[src/rtl/decode_issue_ctrl.sv]
// decode_issue_ctrl
// Owns the fetch/decode pipeline register and a per-register scoreboard of
// in-flight writes. Each cycle it decides whether the instruction held in
// decode issues to execute, stalls on a read-after-write hazard, or is
// killed by a redirect flush. A saturating counter tracks stalled cycles.

module decode_issue_ctrl #(
    parameter int CNT_W  = 2,
    parameter int PERF_W = 32
) (
    input  logic              clk,
    input  logic              reset,
    input  logic              f_valid,
    input  logic [63:0]       f_pc,
    input  logic [31:0]       f_instr,
    output logic              f_ready,
    output logic              d_valid,
    output logic [63:0]       d_pc,
    output logic [31:0]       d_instr,
    input  logic [4:0]        d_ra1,
    input  logic [4:0]        d_ra2,
    input  logic [4:0]        d_wa,
    input  logic              d_regwrite,
    input  logic              ex_ready,
    output logic              issue_fire,
    input  logic              wb_valid,
    input  logic [4:0]        wb_wa,
    input  logic              flush,
    output logic [PERF_W-1:0] stall_cycles
);

    typedef enum logic {
        S_EMPTY = 1'b0,
        S_HOLD  = 1'b1
    } state_t;

    localparam logic [CNT_W-1:0] CNT_MAX = {CNT_W{1'b1}};
    localparam logic [CNT_W-1:0] CNT_ONE = CNT_W'(1);

    state_t            r_state;
    state_t            w_next_state;
    logic [63:0]       r_d_pc;
    logic [31:0]       r_d_instr;
    logic [CNT_W-1:0]  r_cnt [32];
    logic [PERF_W-1:0] r_stall_cycles;

    logic              w_busy1;
    logic              w_busy2;
    logic              w_full;
    logic              w_hazard;
    logic              w_issue;
    logic              w_f_ready;
    logic              w_accept;
    logic [31:0]       w_inc;
    logic [31:0]       w_dec;

    assign d_valid      = (r_state == S_HOLD);
    assign d_pc         = r_d_pc;
    assign d_instr      = r_d_instr;
    assign issue_fire   = w_issue;
    assign f_ready      = w_f_ready;
    assign stall_cycles = r_stall_cycles;

    // Hazard detection: a source is busy unless its last pending write retires this very cycle.
    always_comb begin
        w_busy1   = (d_ra1 != 5'd0) && (r_cnt[d_ra1] != '0) &&
                    !(wb_valid && (wb_wa == d_ra1) && (r_cnt[d_ra1] == CNT_ONE));
        w_busy2   = (d_ra2 != 5'd0) && (r_cnt[d_ra2] != '0) &&
                    !(wb_valid && (wb_wa == d_ra2) && (r_cnt[d_ra2] == CNT_ONE));
        w_full    = d_regwrite && (d_wa != 5'd0) && (r_cnt[d_wa] == CNT_MAX) &&
                    !(wb_valid && (wb_wa == d_wa));
        w_hazard  = w_busy1 || w_busy2 || w_full;
        w_issue   = d_valid && !w_hazard && ex_ready && !flush;
        w_f_ready = !flush && (!d_valid || w_issue);
        w_accept  = f_valid && w_f_ready;
    end

    // Per-register increment/decrement requests; x0 is never tracked and idle registers ignore retires.
    always_comb begin
        w_inc = '0;
        w_dec = '0;
        for (int r = 1; r < 32; r++) begin
            w_inc[r] = w_issue && d_regwrite && (d_wa == 5'(r));
            w_dec[r] = wb_valid && (wb_wa == 5'(r)) && (r_cnt[r] != '0);
        end
    end

    // Next state of the decode slot: flush wins, then a new fetch, then a plain issue.
    always_comb begin
        w_next_state = r_state;
        if (flush) begin
            w_next_state = S_EMPTY;
        end else if (w_accept) begin
            w_next_state = S_HOLD;
        end else if (w_issue) begin
            w_next_state = S_EMPTY;
        end
    end

    // Decode slot occupancy register.
    always_ff @(posedge clk or posedge reset) begin
        if (reset) begin
            r_state <= S_EMPTY;
        end else begin
            r_state <= w_next_state;
        end
    end

    // Capture the fetched PC and instruction on a handshake; contents hold across a flush.
    always_ff @(posedge clk or posedge reset) begin
        if (reset) begin
            r_d_pc    <= '0;
            r_d_instr <= '0;
        end else if (w_accept) begin
            r_d_pc    <= f_pc;
            r_d_instr <= f_instr;
        end
    end

    // Scoreboard counters; simultaneous issue and retire to the same register cancel out.
    always_ff @(posedge clk or posedge reset) begin
        if (reset) begin
            for (int r = 0; r < 32; r++) begin
                r_cnt[r] <= '0;
            end
        end else begin
            for (int r = 1; r < 32; r++) begin
                if (w_inc[r] && !w_dec[r]) begin
                    r_cnt[r] <= r_cnt[r] + CNT_ONE;
                end else if (w_dec[r] && !w_inc[r]) begin
                    r_cnt[r] <= r_cnt[r] - CNT_ONE;
                end
            end
        end
    end

    // Saturating count of cycles where a live instruction is held back for any reason other than flush.
    always_ff @(posedge clk or posedge reset) begin
        if (reset) begin
            r_stall_cycles <= '0;
        end else if (d_valid && !w_issue && !flush && (r_stall_cycles != {PERF_W{1'b1}})) begin
            r_stall_cycles <= r_stall_cycles + PERF_W'(1);
        end
    end

endmodule
[config.mk]
export PLATFORM = sky130hd
export DESIGN_NAME = decode_issue_ctrl
export DESIGN_NICKNAME = d
export VERILOG_FILES = /design/src/rtl/decode_issue_ctrl.sv
export SDC_FILE = /design/constraint.sdc
export NUM_CORES = 1
export LEC_CHECK = 0
export ABC_CLOCK_PERIOD_IN_PS = 18100
export BUFFER_PORTS_ARGS = -buffer_cell sky130_fd_sc_hd__buf_2
export CORE_MARGIN = 4
export CORE_UTILIZATION = 55
export CTS_CLUSTER_SIZE = 8
export DETAILED_ROUTE_END_ITERATION = 8
export GPL_TIMING_DRIVEN = 0
export PLACE_DENSITY = 0.85
export SYNTH_ARGS = -nofsm -noshare
export SYNTH_HDL_FRONTEND = slang
export SYNTH_SLANG_ARGS = --single-unit
[constraint.sdc]
create_clock -name clk -period 18.1 [get_ports clk]
set_input_delay 3.62 -clock clk [delete_from_list [all_inputs] [get_ports clk]]
set_output_delay 3.62 -clock clk [all_outputs]
set_load 0.05 [all_outputs]
After elaboration in Yosys (flattened, before gate mapping) --
Cells that the tools add are included.
Cells by class: reduce and logical (&&, ||, !) cells 316, bitwise logic cells 3, eq/ne operators 69, $lt $le $gt $ge 3, multiplexer cells 74, add/sub/neg operators 63
Operator list (number):
- $logic_and 1x1->1 | 176
- $eq 5x5->1 const B | 32
- $mux 2 | 68
- $reduce_bool 2->1 | 64
- $eq 5x4->1 const B | 16
- $logic_not 1->1 | 69
- $add 2x1->2 const B | 31
- $sub 2x1->2 const B | 31
- $eq 5x3->1 const B | 8
- $add 32x1->32 const B | 1
- $ne 32x32->1 const B | 1
- $bmux 2 s5 | 3
- $eq 5x2->1 const B | 4
- $ge 6x6->1 const B | 3
- $not 5->6 | 3
- $eq 5x5->1 | 3
- $reduce_bool 5->1 | 3
- $eq 5x1->1 const B | 2
- $eq 2x1->1 const B | 2
- $logic_or 1x1->1 | 3
- $mux 1 | 3
- $reduce_bool 3->1 | 1
- $eq 2x2->1 const B | 1
Storage, ports and cells: output and inout port bits 131, input port bits 123, flip-flop bits (word level) 191

Longest topological paths before layout --
Gate-level depths: netlist of run 1.
depth after elaboration 20, depth in mapped cells 14, gate-level depth less buffers 12

Worst setup path after synthesis of run 1 --
OpenSTA, ideal clock, no wires.
path kind input-to-output, from in d_ra1[1], to out issue_fire, data arrival time 6.809 ns, path buffers 2, slack 7.671 ns, stages 7, cell sequence clkbuf_1 > buf_1 > mux4_2 > a31oi_1 > o311a_1 > nand4_1 > nor4_1
Between the ends: longest elaborated chain between the ends 14, elaborated cells between the ends (all ways) 19, classes of those cells eq/ne (2); mux (3); bitwise (1); reduce/logical (13)
Ends and longest elaborated chain:
- start: declaration | line 20 | input logic [4:0] d_ra1,
- $not 5->6 (not written as such) | line 66, 67
- $bmux 2 s5 | line 66, 67
- $mux 2 (not written as such) (2 in series) | line 66, 67
- $eq 2x1->1 | line 67 | !(wb_valid && (wb_wa == d_ra1) && (r_cnt[d_ra1] == CNT_ONE));
- $logic_and 1x1->1 | line 67
- $logic_not 1->1 | line 67
- $logic_and 1x1->1 * | line 66 | w_busy1 = (d_ra1 != 5'd0) && (r_cnt[d_ra1] != '0) &&
- $logic_or 1x1->1 * (2 in series) | line 72 | w_hazard = w_busy1 || w_busy2 || w_full;
- $logic_not 1->1 * | line 73 | w_issue = d_valid && !w_hazard && ex_ready && !flush;
- $logic_and 1x1->1 * (3 in series) | line 73
- end: declaration | line 25 | output logic issue_fire,
Mark *: on every way between the ends. The rest lies on a longest branch, timed or not. The select of a mux whose other input is x is not followed.

Final worst setup path of run 1 --
from in d_ra2[2], to out issue_fire
Between the ends: longest elaborated chain between the ends 14, elaborated cells between the ends (all ways) 19, classes of those cells eq/ne (2); mux (3); bitwise (1); reduce/logical (13)
Ends and longest elaborated chain:
- start: declaration | line 21 | input logic [4:0] d_ra2,
- $not 5->6 (not written as such) | line 68, 69
- $bmux 2 s5 | line 68, 69
- $mux 2 (not written as such) (2 in series) | line 68, 69
- $eq 2x1->1 | line 69 | !(wb_valid && (wb_wa == d_ra2) && (r_cnt[d_ra2] == CNT_ONE));
- $logic_and 1x1->1 | line 69
- $logic_not 1->1 | line 69
- $logic_and 1x1->1 * | line 68 | w_busy2 = (d_ra2 != 5'd0) && (r_cnt[d_ra2] != '0) &&
- $logic_or 1x1->1 * (2 in series) | line 72
- $logic_not 1->1 * | line 73
- $logic_and 1x1->1 * (3 in series) | line 73
Marks and branches as above.

==> results_tabular.tex, run 1 <==
\begin{tabular}{lr}
\hline
Metric & Value \\
\hline
\multicolumn{2}{l}{\textbf{Worst hold path}} \\
Tightest Hold Check Type & reg2reg \\
Critical hold path startpoint & stall\_cycles[15]\$\_DFFE\_PP0P\_ \\
Endpoint of the worst hold-timing path & stall\_cycles[15]\$\_DFFE\_PP0P\_ \\
Number of instances on the worst hold path & 1 \\
\multicolumn{2}{l}{\textbf{Synth}} \\
Yosys warning total & 2 \\
Gate count of the mapped netlist & 855 \\
Sequential area share after synthesis & 45.99\% \\
Predominant post-synthesis flop cell & dfrtp\_1 \\
FF+latch count, synth & 191 \\
Nets in the synthesized netlist & 1010 \\
Cell variety after synth & 56 \\
Post-synthesis area per instance & 12.15 um\^{}2 \\
Async set-reset flop share out of synthesis & 100.0\% \\
Cell area after technology mapping & 10390 um\^{}2 \\
Number of synthesized flops with an enable pin & 0 \\
\multicolumn{2}{l}{\textbf{Critical path}} \\
Setup Crit Path Kind & in2out \\
Worst reg2reg path startpoint & r\_cnt[24]\$\_DFFE\_PP0P\_ \\
Most common cell on crit path & clkbuf\_1 \\
Register-to-Register Path Depth & 12 \\
Worst endpoint required time & 14480 ps \\
Kind of start point of the critical path & input port \\
Biggest fanout along the worst timing path & 10 \\
Ordered cell list for the critical path & clkbuf\_1 > clkbuf\_1 > mux4\_2 > nor3b\_1 > a21oi\_1 > nand4b\_1 > nand4\_1 > nor4\_1 > buf\_2 \\
Arr. time, crit path & 6980 ps \\
Critical-path cell with the highest stage delay & nor4\_1 \\
Worst reg-to-reg setup slack & 13770 ps \\
Critical Path Sink Type & output pin \\
Endpoint of the worst-slack reg-to-reg timing path & r\_cnt[25]\$\_DFFE\_PP0P\_ \\
Max incr delay on CP & 980 ps \\
\multicolumn{2}{l}{\textbf{Routing}} \\
Post-route antenna net violation count & 0 \\
Via count of the routed design & 8082 \\
Post-detailed-route wirelength per cell & 21.16 um \\
First-iteration detailed-routing DRC count & 674 \\
Total iterations of the first detailed-routing run & 5 \\
Final wirelength & 28900 um \\
Number of remaining DRC errors & 0 \\
Post-DR vias/cell & 5.917 \\
\multicolumn{2}{l}{\textbf{STA}} \\
Count of final max-slew check failures & 0 \\
Final worst path period need & 10600 ps \\
Minimum setup slack in the final design & 7497 ps \\
Max Fclk & 94.31 MHz \\
Slew at the pin with the worst max-slew slack & 1207 ps \\
Setup Total Neg Slack & 0 ps \\
Relative slew slack & 18.81\% \\
RSZ-0062 raised after global routing & false \\
Fin crit share & 58.58\% \\
Count of endpoints failing setup in the final report & 0 \\
Hold Violations, Final & 0 \\
Max Clock Skew & 15.62 ps \\
Hold Worst Slack & 482.9 ps \\
\multicolumn{2}{l}{\textbf{GRT}} \\
Antenna violations before repair & 2 \\
Grt ovf & 0 \\
Overall global routing resource usage & 27.46\% \\
Global-route wire length before repair & 46190 um \\
Largest net degree at the start of global routing & 133 \\
Number of global-route vias before repair & 8158 \\
\multicolumn{2}{l}{\textbf{Cells and area}} \\
Number of inserted filler cells in the final layout & 1388 \\
Fraction of layout cells with a size suffix above 1 & 37.88\% \\
Area of combinational cells with multiple inputs & 5348 um\^{}2 \\
Leading cell types in the layout, fill and taps excluded & buf\_2, dfrtp\_1, xor2\_1 \\
Sequential Area & 4780 um\^{}2 \\
Layout-stage area growth over the synthesis result & 20.93\% \\
Most common cell after layout, fill and taps aside & buf\_2 \\
Nets@finish & 1272 \\
\multicolumn{2}{l}{\textbf{CTS}} \\
Root buf cell & clkbuf\_16 \\
TritonCTS sink count & 191 \\
Worst-skew pair later-pin latency & 440 ps \\
Number of buffers created by CTS & 17 \\
CTS clock-pin slew for the worst setup and hold paths & 80 ps \\
Setup Fix Bufs, Post-CTS & 0 \\
Post\_cts resized & 0 \\
TritonCTS clock tree & done \\
CTS Buffer Depth & 2 \\
Hold bufs inserted after CTS & 0 \\
H-Tree Level Count & 4 \\
\multicolumn{2}{l}{\textbf{Power}} \\
Worst ir drop on vdd & 69.18 uV \\
Total Power Consumption & 0.001343 W \\
Lkg Pwr & 6.335 nW \\
Areal power density over the cells & 106.9 nW/um\^{}2 \\
\multicolumn{2}{l}{\textbf{Placement}} \\
Placer's final routability congestion estimate & 1.010 \\
Count of input and output buffers & 242 \\
Half-perimeter wire length after placement & 22300 um \\
Pre-CTS setup slack & 7682 ps \\
\multicolumn{2}{l}{\textbf{Status}} \\
Outcome & completed \\
\multicolumn{2}{l}{\textbf{Floorplanning}} \\
Initial Utilization & 55.74\% \\
DIE AREA & 21160 um\^{}2 \\
Core area & 18640 um\^{}2 \\
I/O pin cnt & 254 \\
Chip width & 145.5 um \\
Row Count & 50 \\
Height of the die & 145.5 um \\
\multicolumn{2}{l}{\textbf{Run}} \\
Max Cap Viol & 0 \\
\hline
\end{tabular}
[worst max-delay path by stage]
stage | endpoint | depth (start not counted) | start | slack, ps
after floorplan | issue_fire | 7 | d_ra1[1] | 7670
after global placement | d_pc[27]$_DFFE_PP0P_ | 2 | reset | 7320
after detailed placement | issue_fire | 9 | d_ra2[2] | 7680
after CTS | issue_fire | 9 | d_ra2[2] | 7670
after global routing | issue_fire | 8 | d_ra1[1] | 7450
final | issue_fire | 9 | d_ra2[2] | 7500
[area by class of cell]
class | count | area share [%]
Multi-Input combinational cell | 611 | 42.55
Clock buffer | 17 | 3.385
Clock inverter | 15 | 1.633
Antenna cell | 2 | 0.03982
Tap cell | 234 | 2.330
Inverter | 11 | 0.3883
Sequential cell | 191 | 38.03
Timing Repair Buffer | 243 | 9.857
Buffer | 42 | 1.782
[layer usage]
metal,vias to the layer above,GRT usage (%),share of wire [%]
met5,-,0,0
met4,0,11.11,4.0
met3,92,5.170,7.6
met2,411,45.71,49
met1,3966,35.74,40
li1,3613,-,-
[where the power goes]
part / total (W) / internal [W] / switching [W]
clock: 0.000392 / 0.000203 / 0.000189
combinational: 0.000406 / 0.000127 / 0.000279
sequential: 0.000545 / 0.000489 / 0.0000560
[registers in the layout, summed over array words and instances (netlist names)]
register      flops
d_instr          32
d_pc             64
d_valid           1
r_cnt            62
stall_cycles     32
[logic make-up (layout without fill, tap and decap cells)]
group	after synthesis	after routing	share of synthesized area, %
buffers and inverters	53	328	2.552
other	0	2	0
adders and majority gates	32	32	3.853
xor gates and xnor gates	139	139	11.71
AOI/OAI and AO/OA	80	80	5.839
muxes	141	141	19.50
and+or+nand+nor	219	219	10.55
DFF	191	191	45.99
[through the flow]
| stage | cells | cell area, um^2 | util [%] |
|---|---|---|---|
| final | 1366 | 12570 | 67.41 |
| after global routing | 1366 | 12570 | 67.41 |
| after CTS | 1364 | 12560 | 67.38 |
| after detailed placement | 1332 | 11930 | 64.00 |
| after global placement | 1331 | 11900 | 63.81 |
| after floorplan | 855 | 10390 | - |
[synth_stat cells, drive strengths merged (2+ instances only)]
cell	n	area [um^2]
and3b	2	17.52
nand2	32	120.1
a221oi	3	26.28
a31oi	9	56.30
xor2	102	893.4
buf	21	145.1
o211ai	35	262.8
xnor2	37	324.1
a221o	2	20.02
nor4	17	106.4
or2	3	18.77
ha	32	400.4
o21ai	2	10.01
nor3	19	95.09
nor2b	11	68.82
nor3b	4	30.03
and4	4	35.03
nand4b	2	17.52
a21oi	7	35.03
nand2b	5	31.28
a311oi	4	35.03
inv	11	41.29
nand4	8	50.05
a211oi	2	15.01
mux2	102	1299
and3	9	56.30
mux2i	12	120.1
nand3b	3	26.27
nand3	21	105.1
a21boi	2	15.01
mux4	27	608.1
nor2	75	281.5
dfrtp	191	4780
nor4bb	3	30.03
clkbuf	21	78.83
[critical path, delay by kind of cell]
family	cells	cell delay, ps
compound gates	1	70
simple gates	4	1580
mux	1	410
buf+inv	3	1300
No activity file was read; power rests on OpenSTA's default activity.
==> run 2, diff against run 1 <==
Settings changed: ABC_AREA set to 1, ABC_CLOCK_PERIOD_IN_PS 18100 to 10860, PLACE_DENSITY 0.85 to 0.83.
Clock period 18.1 ns to 10.86 ns, I/O delays scaled along.
==> results_tabular.tex, run 2 <==
\begin{tabular}{lr}
\hline
Metric & Value \\
\hline
\multicolumn{2}{l}{\textbf{STA}} \\
Minimum setup slack in the final design & 3801 ps (-3696 ps) \\
Count of final max-slew check failures & 0 (unchanged) \\
Hold Violations, Final & 0 (unchanged) \\
Final worst path period need & 7059 ps \\
Relative slew slack & 35.95\% (+17 points) \\
Slew at the pin with the worst max-slew slack & 953.4 ps (-253.3 ps) \\
Max Clock Skew & 23.49 ps (+7.872 ps) \\
Max Fclk & 141.7 MHz \\
Count of endpoints failing setup in the final report & 0 (unchanged) \\
Setup Total Neg Slack & 0 ps (unchanged) \\
Fin crit share & 65.00\% \\
RSZ-0062 raised after global routing & false \\
\multicolumn{2}{l}{\textbf{GRT}} \\
Antenna violations before repair & 3 (+1) \\
Number of global-route vias before repair & 12700 (+56\%) \\
Grt ovf & 0 (unchanged) \\
Overall global routing resource usage & 37.81\% (+10 points) \\
Largest net degree at the start of global routing & 134 (+0.75\%) \\
Global-route wire length before repair & 70610 um (+53\%) \\
\multicolumn{2}{l}{\textbf{CTS}} \\
Root buf cell & clkbuf\_16 \\
TritonCTS clock tree & done \\
Setup Fix Bufs, Post-CTS & 0 (unchanged) \\
CTS Buffer Depth & 2 (unchanged) \\
Number of buffers created by CTS & 17 (unchanged) \\
Post\_cts resized & 0 (unchanged) \\
Hold bufs inserted after CTS & 0 (unchanged) \\
H-Tree Level Count & 4 (unchanged) \\
TritonCTS sink count & 191 (unchanged) \\
CTS clock-pin slew for the worst setup and hold paths & 80 ps (about the same) \\
Worst-skew pair later-pin latency & 460 ps (+20 ps) \\
\multicolumn{2}{l}{\textbf{Status}} \\
Outcome & completed \\
\multicolumn{2}{l}{\textbf{Placement}} \\
Pre-CTS setup slack & 3873 ps (-3809 ps) \\
Count of input and output buffers & 248 (+2.5\%) \\
Area post-placement & 13490 um\^{}2 (+13\%) \\
Placer's final routability congestion estimate & 1.072 (+6.2\%) \\
Half-perimeter wire length after placement & 34560 um (+55\%) \\
\multicolumn{2}{l}{\textbf{Power}} \\
Lkg Pwr & 7.487 nW (+18\%) \\
Areal power density over the cells & 192.4 nW/um\^{}2 (+80\%) \\
Worst ir drop on vdd & 137.5 uV (+99\%) \\
\multicolumn{2}{l}{\textbf{Routing}} \\
Post-detailed-route wirelength per cell & 21.03 um (-0.59\%) \\
Met2 wire len & 21290 um (+51\%) \\
Wire length the detailed router placed on met1 & 17360 um (+52\%) \\
First-iteration detailed-routing DRC count & 1231 (+83\%) \\
Final wirelength & 46230 um (+60\%) \\
Total iterations of the first detailed-routing run & 6 (+1) \\
Met3 wire length & 4586 um (+110\%) \\
Uppermost routed layer & met5 \\
Number of remaining DRC errors & 0 (unchanged) \\
Post-DR vias/cell & 5.894 (-0.37\%) \\
Via count of the routed design & 12960 (+60\%) \\
Post-route antenna net violation count & 0 (unchanged) \\
\multicolumn{2}{l}{\textbf{Synth}} \\
Gate count of the mapped netlist & 1639 (+92\%) \\
Nets in the synthesized netlist & 1794 (+78\%) \\
FF+latch count, synth & 191 (unchanged) \\
Most instantiated library cell after synthesis & nand2\_1 \\
Cell types with the largest area share after synthesis & dfrtp\_1, nand2\_1, nand4\_1 \\
Number of synthesized flops with an enable pin & 0 (unchanged) \\
Yosys top cell area share & 40.26\% (-5.7 points) \\
Post-synthesis area per instance & 7.243 um\^{}2 (-40\%) \\
List of most frequent post-synthesis cells & nand2\_1, dfrtp\_1, nand4\_1 \\
Async set-reset flop share out of synthesis & 100.0\% (unchanged) \\
Cell area after technology mapping & 11870 um\^{}2 (+14\%) \\
Predominant post-synthesis flop cell & dfrtp\_1 \\
Leading area contributor after synthesis & dfrtp\_1 \\
Yosys warning total & 2 (unchanged) \\
Cell variety after synth & 29 (-48\%) \\
Sequential area share after synthesis & 40.26\% (-5.7 points) \\
\multicolumn{2}{l}{\textbf{Cells and area}} \\
Layout Cell Area excl Fill & 14170 um\^{}2 (+13\%) \\
Fraction of layout cells with a size suffix above 1 & 17.19\% (-21 points) \\
Final standard cell utilization of the core & 66.97\% (-0.44 points) \\
Number of inserted filler cells in the final layout & 1831 (+32\%) \\
Most common cell after layout, fill and taps aside & nand2\_1 \\
Sequential Area & 4780 um\^{}2 (unchanged) \\
Leading cell types in the layout, fill and taps excluded & nand2\_1, buf\_2, dfrtp\_1 \\
Nets@finish & 2062 (+62\%) \\
Flip-flop count of the largest register, all copies and words added & 64 (unchanged) \\
Area of combinational cells with multiple inputs & 6220 um\^{}2 (+16\%) \\
Layout-stage area growth over the synthesis result & 19.34\% \\
\multicolumn{2}{l}{\textbf{Critical path}} \\
Worst reg2reg path startpoint & r\_cnt[32]\$\_DFFE\_PP0P\_ \\
Capture point of the worst path & f\_ready \\
Critical-path cell with the highest stage delay & nor2\_1 \\
Critical Path Sink Type & output pin \\
Register-to-Register Path Depth & 20 (+8) \\
Max incr delay on CP & 610 ps (-370 ps) \\
Setup Crit Path Kind & in2out \\
Launching element of the worst setup path & d\_wa[0] \\
Endpoint of the worst-slack reg-to-reg timing path & r\_cnt[55]\$\_DFFE\_PP0P\_ \\
Biggest fanout along the worst timing path & 10 (unchanged) \\
Ordered cell list for the critical path & buf\_4 > buf\_2 > nor2\_1 > nand3\_1 > nand3\_1 > nor2\_1 > nand2\_1 > nand3\_1 > nand2\_1 > nand2\_1 > nand2\_1 > nor2\_1 > nor2\_1 > buf\_2 > nor2\_1 > buf\_2 \\
Kind of start point of the critical path & input port \\
Worst endpoint required time & 8690 ps (-5790 ps) \\
Worst reg-to-reg setup slack & 7220 ps (-6550 ps) \\
Most common cell on crit path & nor2\_1 \\
Arr. time, crit path & 4890 ps (-2090 ps) \\
\multicolumn{2}{l}{\textbf{Floorplanning}} \\
Core area & 21150 um\^{}2 (+13\%) \\
I/O pin cnt & 254 (unchanged) \\
Row Count & 53 (+6.0\%) \\
DIE AREA & 24000 um\^{}2 (+13\%) \\
Height of the die & 154.9 um (+6.5\%) \\
Initial Utilization & 56.12\% (+0.37 points) \\
Chip width & 154.9 um (+6.5\%) \\
\multicolumn{2}{l}{\textbf{Run}} \\
Max Cap Viol & 0 (unchanged) \\
\multicolumn{2}{l}{\textbf{Worst hold path}} \\
Tightest Hold Check Type & reg2reg \\
\hline
\end{tabular}
run 2: worst max-delay path, delay by kind of cell:
family / cells / cell delay [ps]
simple gates: 12 / 1810
buf+inv: 4 / 900
run 2: report_power, final:
| group | switching [W] | internal (W) |
|---|---|---|
| clock network | 0.000375 | 0.000335 |
| logic | 0.000723 | 0.000254 |
| registers | 0.000162 | 0.000876 |
run 2: metal layers:
metal	vias to the layer above	GRT usage, %
li1	5942	-
met1	6000	48.22
met2	812	59.66
met3	198	8.150
met4	4	21.66
met5	-	0
run 2: logic make-up (layout without fill, tap and decap cells):
group	count (synthesis)	in the layout	share of synthesized area [%]
AO/OA/AOI/OAI	139	139	6.882
buffers and inverters	207	488	7.346
XOR/XNOR	95	95	7.009
flip-flops	191	191	40.26
AND/OR/NAND/NOR	975	975	35.13
adder cells (fa/ha/maj)	32	32	3.373
other	0	3	0
run 2: area by class of cell:
type                    instances  area share (%)
plain buffers                  90           3.038
clock buffers                  17           3.003
clock inverters                15           1.713
flip-flops and latches        191           33.74
inverters                     117           3.171
diodes                          3         0.05299
multi-input cells            1241           43.90
repair buffers                249           8.955
well taps                     275           2.429
run 2: stage by stage:
stage / total power (W) / hold slack [ps] / instances
4_1_cts: 0.002709 / 472.9 / 2195
6_report: 0.002725 / 470.9 / 2198
5_1_grt: 0.002848 / 491.2 / 2196
2_1_floorplan: 0.001703 / 478.4 / 1639
3_3_place_gp: 0.001980 / 449.9 / 2162
3_5_place_dp: 0.002001 / 452.6 / 2163
run 2: worst min path at each step:
stage                                         end  slack [ps]                     from  depth (start not counted)
after floorplan             r_cnt[32]$_DFFE_PP0P_         480    r_cnt[32]$_DFFE_PP0P_                          1
after global placement       d_pc[20]$_DFFE_PP0P_         450     d_pc[20]$_DFFE_PP0P_                          2
after detailed placement  d_instr[27]$_DFFE_PP0P_         450  d_instr[27]$_DFFE_PP0P_                          2
after CTS                 d_instr[27]$_DFFE_PP0P_         470  d_instr[27]$_DFFE_PP0P_                          2
after global routing         d_pc[59]$_DFFE_PP0P_         490     d_pc[59]$_DFFE_PP0P_                          2
final                     d_instr[27]$_DFFE_PP0P_         470  d_instr[27]$_DFFE_PP0P_                          2
